### config.mk
export PLATFORM = sky130hd
export DESIGN_NAME = seq_factorial
export DESIGN_NICKNAME = d
export VERILOG_FILES = /design/src/rtl/fact_pkg.sv /design/src/rtl/seq_factorial.sv
export SDC_FILE = /design/constraint.sdc
export NUM_CORES = 1
export LEC_CHECK = 0
export CAP_MARGIN = 30
export CELL_PAD_IN_SITES_DETAIL_PLACEMENT = 0
export CELL_PAD_IN_SITES_GLOBAL_PLACEMENT = 1
export CORE_ASPECT_RATIO = 1.75
export CORE_MARGIN = 10
export CORE_UTILIZATION = 38
export CTS_BUF_LIST = sky130_fd_sc_hd__clkbuf_8 sky130_fd_sc_hd__clkbuf_16
export DETAILED_ROUTE_END_ITERATION = 10
export MAX_ROUTING_LAYER = met4
export PLACE_DENSITY_LB_ADDON = 0.1
export SYNTH_ARGS = -nofsm -noshare
export SYNTH_HDL_FRONTEND = slang
export SYNTH_SLANG_ARGS = --single-unit
### constraint.sdc
create_clock -name clk -period 11.3 [get_ports clk]
set_clock_uncertainty 0.1 [all_clocks]
set_input_delay 1.695 -clock clk [delete_from_list [all_inputs] [get_ports clk]]
set_output_delay 1.695 -clock clk [all_outputs]
set_load 0.01 [all_outputs]
### src/rtl/fact_pkg.sv
// Shared definitions for the iterative factorial engine.
package fact_pkg;

  localparam int N_W_DEF = 4;
  localparam int X_W_DEF = 32;

  typedef enum logic {
    IDLE = 1'b0,
    CALC = 1'b1
  } fact_state_e;

endpackage : fact_pkg

### src/rtl/seq_factorial.sv
// Iterative n! engine: one multiply per clock, descending from n to 2,
// with a start/done handshake and a sticky overflow flag per operation.
module seq_factorial
  import fact_pkg::*;
#(
  parameter int N_W = N_W_DEF,
  parameter int X_W = X_W_DEF
) (
  input  logic           clk,
  input  logic           rst,
  input  logic           start,
  input  logic [N_W-1:0] n,
  output logic           busy,
  output logic           done,
  output logic [X_W-1:0] x,
  output logic           ovf
);

  localparam int P_W = X_W + N_W;

  fact_state_e    state_q, state_d;
  logic [X_W-1:0] acc_q, acc_d;
  logic [N_W-1:0] cnt_q, cnt_d;
  logic           ovf_int_q, ovf_int_d;
  logic [X_W-1:0] x_q, x_d;
  logic           ovf_q, ovf_d;
  logic           done_q, done_d;

  logic [P_W-1:0] prod;
  logic           more;

  // Full-width product so bits lost by truncation can be flagged.
  always_comb begin
    prod = {{N_W{1'b0}}, acc_q} * {{X_W{1'b0}}, cnt_q};
    more = (cnt_q > N_W'(1));
  end

  // State register.
  always_ff @(posedge clk) begin
    if (rst) state_q <= IDLE;
    else     state_q <= state_d;
  end

  // Next-state: leave IDLE on start, return once the count is exhausted.
  always_comb begin
    state_d = state_q;
    unique case (state_q)
      IDLE:    if (start) state_d = CALC;
      CALC:    if (!more) state_d = IDLE;
      default: state_d = IDLE;
    endcase
  end

  // Outputs decoded from state.
  always_comb begin
    busy = (state_q == CALC);
  end

  // Datapath next values: load on accept, multiply while cnt>1, publish at end.
  always_comb begin
    acc_d     = acc_q;
    cnt_d     = cnt_q;
    ovf_int_d = ovf_int_q;
    x_d       = x_q;
    ovf_d     = ovf_q;
    done_d    = 1'b0;
    unique case (state_q)
      IDLE: begin
        if (start) begin
          acc_d     = X_W'(1);
          cnt_d     = n;
          ovf_int_d = 1'b0;
        end
      end
      CALC: begin
        if (more) begin
          acc_d = prod[X_W-1:0];
          cnt_d = cnt_q - N_W'(1);
          if (|prod[P_W-1:X_W]) ovf_int_d = 1'b1;
        end else begin
          x_d    = acc_q;
          ovf_d  = ovf_int_q;
          done_d = 1'b1;
        end
      end
      default: ;
    endcase
  end

  // Datapath registers; reset discards any in-flight result.
  always_ff @(posedge clk) begin
    if (rst) begin
      acc_q     <= X_W'(1);
      cnt_q     <= '0;
      ovf_int_q <= 1'b0;
      x_q       <= '0;
      ovf_q     <= 1'b0;
      done_q    <= 1'b0;
    end else begin
      acc_q     <= acc_d;
      cnt_q     <= cnt_d;
      ovf_int_q <= ovf_int_d;
      x_q       <= x_d;
      ovf_q     <= ovf_d;
      done_q    <= done_d;
    end
  end

  assign done = done_q;
  assign x    = x_q;
  assign ovf  = ovf_q;

endmodule : seq_factorial

# After elaboration in Yosys (flattened, before gate mapping)
# Cells that the tools add are included.
[word_totals]
regBits = 72
in_bits = 7
[classes]
add_sub_neg = 1
mul = 1
magnitude_cmp = 1
n_eq_ne = 3
n_mux = 14
bitwise = 2
n_reduce_logical = 5
[ops]
columns = ["operator", "n"]
rows = [
  ["32-bit two-way mux", 2],
  ["32-bit case mux with 2 select lines", 1],
  ["32-bit by 4-bit multiplier with 36-bit output", 1],
  ["4-bit two-way mux", 2],
  ["4-bit case mux with 2 select lines", 1],
  ["1-bit two-way mux", 6],
  ["4-bit by 1-bit > comparator with 1-bit output, second input constant", 1],
  ["2-bit by 1-bit != test with 1-bit output, second input constant", 2],
  ["1-bit case mux with 2 select lines", 2],
  ["2-bit AND reduction", 2],
  ["4-bit OR reduction", 1],
  ["4-bit by 1-bit subtractor with 4-bit output, second input constant", 1],
  ["3-bit AND reduction", 1],
  ["2-bit != test, second input constant", 1],
  ["1-bit NOT", 2],
  ["2-bit OR reduction", 1],
]

# Depth between registers and ports, before layout
# Gate-level depths: netlist of the first run.
[depth]
ltp_word = 5
mapped_depth = 18

# Worst setup path before layout of the first run
# OpenSTA, ideal clock, no wires.
[synth_path]
kind = "register to register"
startpoint = "register cnt_q[3]"
endpoint = "register acc_q[16]"
arrival_time_ps = 3921
required_time_ps = 11072
path_slack_ps = 7152
path_stages_with_launch = 17
path_buffers = 2
cell_sequence = "dfxtp_1 clkbuf_1 clkbuf_1 nand2_1 fa_1 inv_1 fa_1 fa_1 a21o_1 nand4_1 a21boi_1 or3b_2 a211o_1 a21boi_1 xnor2_1 a22oi_1 nor2_1"
[synth_via]
elab_chain_len = 3
[synth_rtl]
columns = ["element", "line", "text"]
rows = [
  ["from (decl)", "seq_factorial.sv:23", "logic [N_W-1:0] cnt_q, cnt_d;"],
  ["from (signal assigned)", "seq_factorial.sv:101", "cnt_q <= cnt_d;"],
  ["32-bit by 4-bit multiplier with 36-bit output or 4-bit by 1-bit > comparator with 1-bit output (tied branches)", "seq_factorial.sv:34, seq_factorial.sv:35", ""],
  ["32-bit two-way mux or 2-bit by 1-bit != test with 1-bit output (tied branches)", "-", ""],
  ["32-bit case mux with 2 select lines or 2-bit AND reduction (tied branches)", "-", ""],
  ["to (signal assigned)", "seq_factorial.sv:93", "acc_q <= X_W'(1);"],
  ["to (signal assigned)", "seq_factorial.sv:100", "acc_q <= acc_d;"],
  ["to (decl)", "seq_factorial.sv:22", "logic [X_W-1:0] acc_q, acc_d;"],
]
# Several ways; a longest one is shown, not always the timed one. The select of a mux whose other input is x is not followed.
# A chain may end at the register's enable or synchronous reset.

# Final worst setup path of the first run
[layout_path]
startpoint = "register cnt_q[2]"
endpoint = "register ovf_int_q"
[layout_via]
elab_chain_len = 4
[layout_rtl]
columns = ["element", "line", "text"]
rows = [
  ["32-bit by 4-bit multiplier with 36-bit output", "seq_factorial.sv:34", "prod = {{N_W{1'b0}}, acc_q} * {{X_W{1'b0}}, cnt_q};"],
  ["4-bit OR reduction", "seq_factorial.sv:79", "if (|prod[P_W-1:X_W]) ovf_int_d = 1'b1;"],
  ["2-bit by 1-bit != test with 1-bit output (no line)", "-", ""],
  ["3-bit AND reduction (no line) *", "-", ""],
  ["to (signal assigned)", "seq_factorial.sv:102", "ovf_int_q <= ovf_int_d;"],
  ["to (decl)", "seq_factorial.sv:24", "logic ovf_int_q, ovf_int_d;"],
]
# Mark *: on every way between the ends. The rest lies on a longest branch, timed or not.

==> results.txt, run 1 <==
The run finished with clean final reports. The worst-case IR drop observed on VDD is 0.0577 mV. For this design, the CTS-stage hold fixing added 0 buffers. The critical path is of the reg2reg type. The final cell area excluding filler cells came out at around 7700 sq um.

The first global-routing pass estimated 32800 microns of wire. Of the cells placed in the final design, the portion with a size suffix greater than 1 is under 10%. The number of port buffers came out at 41. The fraction of power spent switching nets came out at 28.5%. In this run the worst path has a maximum fanout of 22.

The required time at the worst-slack endpoint came out at around 11 ns. The cell area reported after detailed placement came out at 7360 sq um. The length of routed met3 wiring came out at about 640 microns. Clock tree synthesis selected as its root buffer the cell clkbuf_16.

The number of setup violations in the final report came out at 0. In this run the worst hold path is classified as reg2reg. The number of top-level design ports came out at 42.

In the synthesized netlist, the cells that appear most often are 128 x nand2_1, 120 x inv_1, 92 x and2_1, 72 x dfxtp_1, 69 x a21oi_1. The post-synthesis share of cell area spent on full adders, half adders and majority gates is 25.7%. The remaining antenna violation count is 0. The cell that appears most often on the critical path is fa_1. The average instance in the mapped netlist occupies ~7.8 sq um. The cell count after synthesis is between 800 and 900. The overall die width is ~120 microns. After routing, the total negative slack on setup checks comes to 0 ns. The routed length per placed instance came out at roughly 18 microns. The die covers around 24000 sq um.

The core area came out at 17500 sq um. The repair_antennas step left the layout with diodes totalling 0. Walking the worst path, the cells encountered are buf_4 -> nand2_1 -> fa_1 -> inv_1 -> fa_1 -> ha_1 -> a211oi_1 -> o21bai_1 -> o211ai_1 -> a21o_1 -> o31a_1 -> a22oi_2 -> nor3b_1 -> nor4_1 -> a31oi_1. The cell-internal power is about 0.00048 W. The post-CTS repair timing setup buffer count came out at 0. STA classifies the critical path endpoint as a flop.

The count of pins over their slew limit came out at 0. The number of max-capacitance violations reported came out at 0. Summed over all cells, the static leakage comes to roughly 3.4 nW.

The worst setup path is launched from a flop. During synthesis, Yosys emitted a total of 0 warnings. The fraction of post-synthesis cell area in the top cell type by area is a little over a fifth. The total standard cell area after synthesis is 6730 sq um. The number of non-filler instances in the completed layout came out at ~1100. The wire length reported by the detailed router came out at 19700 microns. CTS saw approximately 70 sinks. Before antenna repair, the detailed router went through 5 iterations.

The clock share of power is between 40% and 50%. The post-DP HPWL came out at roughly 15000 microns. After clock tree synthesis, the repair step resized 0 gates. Setup repair after global routing left no endpoint under its margin. The number of global-route vias before repair is a little over 6000. The power density normalized to cell area is just under 90 nW/um^2. The synthesized netlist devotes approximately 17% of its cell area to compound gates. By area the synthesized netlist is led by dfxtp_1 21%, fa_1 18%, and2_1 8.6%, ha_1 7.8%, nand2_1 7.1%.

The leftover overflow at the end of global routing came out at 0. TritonCTS built the clock tree. The dominant delay contributor by cell family on the critical path is compound AO/OA/AOI/OAI gates. The combinational group share of total power came out at about an eighth. The highest clock rate is ~0.21 GHz. The initialized floorplan defines 64 standard-cell rows. The growth of design area from synthesis to finish is 14.1%. The portion of synthesized area spent on multiplexers is less than 1%. The instance count after placement with tap cells included is between 1000 and 1500.

The starting utilization of the core area came out at between 30% and 40%. The highest metal layer carrying signal wires in the routed design is met4. The switching power of the nets came out at between 0.00015 and 0.0002 W. The clock latency of the later-clocked register in the worst-skew pair is ~0.35 ns. The congestion estimate from routability-driven global placement came to about 0.9. In this design, the stage delay of the slowest critical-path cell is approximately 0.67 ns. The minimum clock period came out at 4.72 ns.

The number of buffers on the longest clock path came out at 2. After synthesis, the largest family of logic cells by area is adder cells. The most common cell in the netlist is nand2_1. In this run, distinct cell masters in the synthesized netlist total 53.

Synthesis inferred around 70 register bits. For this run, the leading register cell type out of synthesis is dfxtp_1. The final clock period utilization by the worst path is about two fifths. The fraction of registers with async set or reset after synthesis came out at 0%.

The initial antenna violation count is 0. The final worst setup slack is around 6.6 ns. The routed via count divided by cell count came out at between 5 and 6. After the first detailed-routing iteration, the DRC count stood at 330. The worst endpoint data arrival time came out at just under 5 ns.

The overall track demand over capacity in global routing came out at between 15 and 20%. In this run, synthesis inferred 0 flip-flops with an integrated enable. On the critical path, the stage with the largest delay is an instance of dfxtp_1. In this run, flip-flops and latches consume approximately 40% of the power. The buffer and inverter count on the worst path is 2. At the pin with the least slew margin, the transition time is slightly above 0.8 ns. The CTS clock-pin slew for the worst setup and hold paths is 0.07 ns. The worst slew margin relative to its limit came out at a little under half. From bottom edge to top edge, the die measures 196 microns. The number of hold violations in the final report is 0. The worst setup timing slack at the placement stage came out at between 6 and 7 ns. The routed layout has roughly 5800 vias. The number of buffers added by the clock tree synthesis step came out at 9.

The number of nets in the final layout is 990. The number of remaining DRC errors came out at 0. The pin count of the biggest net entering global routing is 64.

The part of the Yosys area used for sequential elements is 21.4%. The post-synthesis net count is about 970. The xor and xnor area share after synthesis came out at 3.90%. The met1 wire length is roughly 7600 microns. The routed design uses ~11000 microns of met2 wire. The biggest area contributor in the post-synthesis netlist is dfxtp_1.

After Yosys synthesis, and, or, nand and nor cells account for between 20% and 30% of the synthesized area. The H-tree was split into 3 levels.
==> stage by stage <==
stage | hold slack, ns | utilization, % | power, W
floorplan | 0.340 | - | 0.000321
global placement | 0.340 | 42.0 | 0.000356
detailed placement | 0.346 | 42.1 | 0.000360
CTS | 0.354 | 44.0 | 0.000682
global route | 0.375 | 44.0 | 0.000698
finish | 0.352 | 44.0 | 0.000671
==> area by class of cell <==
type | count | area (sq um)
timing repair buffer | 52 | 499
inverter | 120 | 450
clock inverter | 6 | 82.6
clock buffer | 10 | 239
multi-input combinational | 626 | 4680
tap | 231 | 289
sequential | 72 | 1440
fill | 1872 | 9780
==> kinds of logic after synthesis <==
group                      count (synthesis)
AOI/OAI and AO/OA                        179
xor gates and xnor gates                  30
adders and majority gates                102
buffers and inverters                    164
DFF                                       72
muxes                                      2
and+or+nand+nor                          313
==> worst min-delay path, cell delays in order, from the launching register on <==
cell     delay, ns
dfxtp_1       0.30
nand2_1       0.05
a21oi_1       0.05
==> registers in the layout, summed over array words and instances, names as in the netlist <==
name and count:
acc_q 32, ovf 1, done 1, ovf_int_q 1, x 32, cnt_q 4
busy 1
==> placed cells by master, fill, tap and decap left out, types with 3 or more instances in the layout <==
| cell | instances |
|---|---|
| a211oi_1 | 4 |
| a21o_1 | 15 |
| a21oi_1 | 69 |
| a22o_1 | 11 |
| a22oi_1 | 20 |
| and2_1 | 92 |
| buf_4 | 9 |
| clkbuf_16 | 9 |
| clkdlybuf4s50_1 | 40 |
| clkinv_2 | 3 |
| dfxtp_1 | 72 |
| fa_1 | 60 |
| ha_1 | 42 |
| inv_1 | 120 |
| nand2_1 | 128 |
| nand3_1 | 5 |
| nand4_1 | 7 |
| nor2_1 | 53 |
| nor2b_1 | 5 |
| nor3_1 | 6 |
| o211ai_1 | 6 |
| o21a_1 | 4 |
| o21ai_0 | 20 |
| o21bai_1 | 5 |
| or3_1 | 3 |
| xnor2_1 | 18 |
| xor2_1 | 12 |
==> power groups by stage <==
stage / combinational, W / clock [W] / sequential, W
2_1_floorplan: 0.0000546 / 0 / 0.000266
3_3_place_gp: 0.0000801 / 0 / 0.000276
3_5_place_dp: 0.0000863 / 0 / 0.000274
4_1_cts: 0.0000865 / 0.000327 / 0.000268
5_1_grt: 0.0000930 / 0.000336 / 0.000270
6_report: 0.0000847 / 0.000318 / 0.000268
==> layer usage <==
layer / global-route usage, % / vias to the layer above
met4: 6.42 / 0
met2: 32.6 / 111
met1: 18.8 / 2864
met3: 2.53 / 37
li1: - / 2823
met5: - / -
==> path summary, 6_finish.rpt <==
| path | startpoint | slack, ns | to | cells past startpoint |
|---|---|---|---|---|
| max | cnt_q[2]$_SDFFE_PP0P_ | 6.58 | ovf_int_q$_SDFFE_PP0P_ | 15 |
| min | x[18]$_SDFFE_PP0P_ | 0.35 | x[18]$_SDFFE_PP0P_ | 2 |
| max reg2reg | cnt_q[2]$_SDFFE_PP0P_ | 6.58 | ovf_int_q$_SDFFE_PP0P_ | 15 |
| min reg2reg | x[18]$_SDFFE_PP0P_ | 0.35 | x[18]$_SDFFE_PP0P_ | 2 |
No activity file was read; power rests on OpenSTA's default activity.
==> run 2: changes to the inputs <==
==> constraint.sdc (replaced) <==
create_clock -name clk -period 4.6 [get_ports clk]
set_clock_uncertainty 0.1 [all_clocks]
set_input_delay 0.69 -clock clk [delete_from_list [all_inputs] [get_ports clk]]
set_output_delay 0.69 -clock clk [all_outputs]
set_load 0.01 [all_outputs]
==> results.txt, run 2 (same netlist as run 1, synthesis figures left out) <==
The flow ran to the end, and the final reports show no timing, DRC or antenna violations. The number of buffers on the longest clock path is 2 (unchanged). The post-DP HPWL is 15600 microns (+2.9%).

The sum of internal, switching and leakage power was 0.00155 W (+130%). The wire length reported by the detailed router came out at 19900 microns (+1.0%). The iteration count of the initial detailed-routing pass came to 6 (+1).

The number of remaining DRC errors came out at 0 (unchanged). The cell leakage power came out at 3.48 nW (+1.2%). The clock net sink count came out at 72 (unchanged). The highest clock rate came out at 0.228 GHz (+7.6%). The switching power of the nets is 0.000464 W (+140%).

The CTS clock-pin slew for the worst setup and hold paths is 0.06 ns (about the same). The post-CTS repair timing setup buffer count came out at 0 (unchanged). The number of port buffers is 41 (unchanged). The required time at the worst-slack endpoint came out at 4.73 ns (-6.75 ns). The highest net fanout along the worst path is 17 (-23%). The first-pass GRT wire length was 33000 microns (+0.38%). The number of hold violations in the final report came out at 0 (unchanged).

The area enclosed by the die boundary came out at 23600 sq um (unchanged). The leading cell type in the layout, fill and taps excluded is nand2_1. The count of pins over their slew limit came to 0 (unchanged). The cell-internal power was 0.00109 W (+130%). The clock share of power came out at 43.4% (-4.0 points). The instance count after placement with tap cells included is 1112 (+1.0%).

In the layout the commonest cells are 128 x nand2_1, 121 x inv_1, 92 x and2_1, 72 x dfxtp_1, 68 x a21oi_1. The worst setup path is launched from a flop. The category of the worst setup path capture point is a flop. The number of top-level design ports is 42 (unchanged). The final RePlAce weighted congestion came to 0.856 (-5.3%). The antenna cell count is 0 (unchanged).

The clock latency of the later-clocked register in the worst-skew pair came out at 0.35 ns (about the same). The tightest min-delay check is of the reg2reg type. The CTS H-tree depth came out at 3 (unchanged). The total of fill cells in the finished design was 1870 (-0.11%). The overall die width was 121 microns (unchanged). The fraction of power spent switching nets came out at 29.9% (+1.5 points). The number of nets in the final layout came out at 1001 (+1.1%).

Relative to the synthesized area, the layout overhead comes to 14.6%. The count of vias placed by the detailed router is 5828 (-0.12%). The number of non-filler instances in the completed layout came out at 1127 (+0.90%). The number of buffers added by the clock tree synthesis step came out at 9 (unchanged).

The number of setup violations in the final report is 0 (unchanged). The dominant delay contributor by cell family on the critical path is adder cells. The core area is 17500 sq um (unchanged). The worst slew margin relative to its limit was 57.8% (+12 points). The remaining antenna violation count came out at 0 (unchanged).

The minimum clock period was 4.39 ns (-0.332 ns). The routed length per placed instance came out at 17.7 microns (+0.11%). The combinational group share of total power is 14.3% (+1.7 points). The leftover overflow at the end of global routing came out at 0 (unchanged). The tightest hold margin came out at 0.352 ns (+0.0000190 ns).

The power density normalized to cell area is 201 nW/um^2 (+130%). The pin count of the biggest net entering global routing came out at 59 (-7.8%). The overall track demand over capacity in global routing is 17.8% (+0.033 points). The share of total power in sequential cells is 42.2% (+2.2 points). The starting utilization of the core area is 38.6% (unchanged). The routed via count divided by cell count came out at 5.17 (-1.0%).

The number of cell rows came to 64 (unchanged). The initial antenna violation count came to 0 (unchanged). The highest ir drop seen on vdd came out at 0.128 mV (+120%). The root buffer cell is clkbuf_16. The number of global-route vias before repair was 6199 (+0.65%). The number of max-capacitance violations reported is 0 (unchanged). The cell occurring most often along the worst timing path is fa_1. The largest individual stage delay along the critical path comes from the cell fa_1. The final setup TNS came out at 0 ns (unchanged). The number of DRC violations after detailed-routing iteration 0 is 295 (-11%). Setup repair after global routing left no endpoint under its margin. The worst endpoint data arrival time is 4.51 ns (-0.39 ns). The TritonCTS clock tree is done. The delay of the slowest critical-path stage is 0.54 ns (-0.13 ns). The ratio of cells with drive above 1 in the final layout is 5.25% (+1.2 points).

The final clock period utilization by the worst path is 95.4% (+54 points). The buffer and inverter count on the worst path is 2 (unchanged). The floorplan die height is 196 microns (unchanged).

The actual slew at the worst max-slew pin is 0.634 ns (-0.178 ns). The critical path in this run is classified as reg2reg. The signal on the critical path passes through buf_4 -> nand2_1 -> fa_1 -> fa_1 -> inv_1 -> ha_1 -> and2_1 -> a21boi_0 -> o21ai_0 -> a221o_1 -> a41oi_1 -> xnor2_1 -> nor4_1 -> a31oi_1.
==> run 2: metrics by stage <==
step / instance area, sq um / util [%] / setup slack (ns)
floorplan: 6730 / - / 0.452
global placement: 7430 / 42.6 / 0.177
detailed placement: 7430 / 42.6 / 0.118
CTS: 7700 / 44.1 / 0.0697
global route: 7720 / 44.2 / 0.00607
finish: 7720 / 44.2 / 0.214
==> run 2: routing by layer <==
layer	part of all wire [%]	up-vias	wire length (microns)	global-route usage (%)
met3	2.4	23	472	2.07
met4	1.8	0	354	5.70
li1	-	2838	-	-
met2	56	84	11200	33.1
met1	40	2883	7920	19.0
met5	0	-	0	-
==> run 2: path summary, 6_finish.rpt <==
check,start,endpoint,slack [ns],depth (start not counted)
min reg2reg,x[26]$_SDFFE_PP0P_,x[26]$_SDFFE_PP0P_,0.35,2
max,cnt_q[1]$_SDFFE_PP0P_,ovf_int_q$_SDFFE_PP0P_,0.21,14
max reg2reg,cnt_q[1]$_SDFFE_PP0P_,ovf_int_q$_SDFFE_PP0P_,0.21,14
min,x[26]$_SDFFE_PP0P_,x[26]$_SDFFE_PP0P_,0.35,2
==> run 2: power groups by stage <==
stage	logic, W	clock network [W]	registers (W)
CTS	0.000224	0.000693	0.000655
detailed placement	0.000223	0	0.000668
global route	0.000244	0.000714	0.000657
floorplan	0.000134	0	0.000655
finish	0.000222	0.000673	0.000655
global placement	0.000218	0	0.000667
==> run 2: timing repair <==
| action | in CTS | in global routing |
|---|---|---|
| endpoints found under the hold margin | 0 | 0 |
| resized for setup | 0 | 4 |
| setup endpoints to repair | 0 | 2 |
| hold buffers | 0 | 0 |
==> run 2: layout make-up <==
| type | instances | area, sq um | share of cell area, % |
|---|---|---|---|
| Clock buffer | 11 | 253 | 3.27 |
| Clock inverter | 4 | 21.3 | 0.276 |
| Inverter | 120 | 450 | 5.84 |
| Multi-Input combinational cell | 626 | 4680 | 60.7 |
| Sequential cell | 72 | 1440 | 18.7 |
| Tap cell | 231 | 289 | 3.75 |
| Timing Repair Buffer | 63 | 578 | 7.49 |
==> run 2: tightest hold or removal path: stages (launching register included) <==
cell and delay, ns:
dfxtp_1 0.31, nand2_1 0.05, a21oi_1 0.05
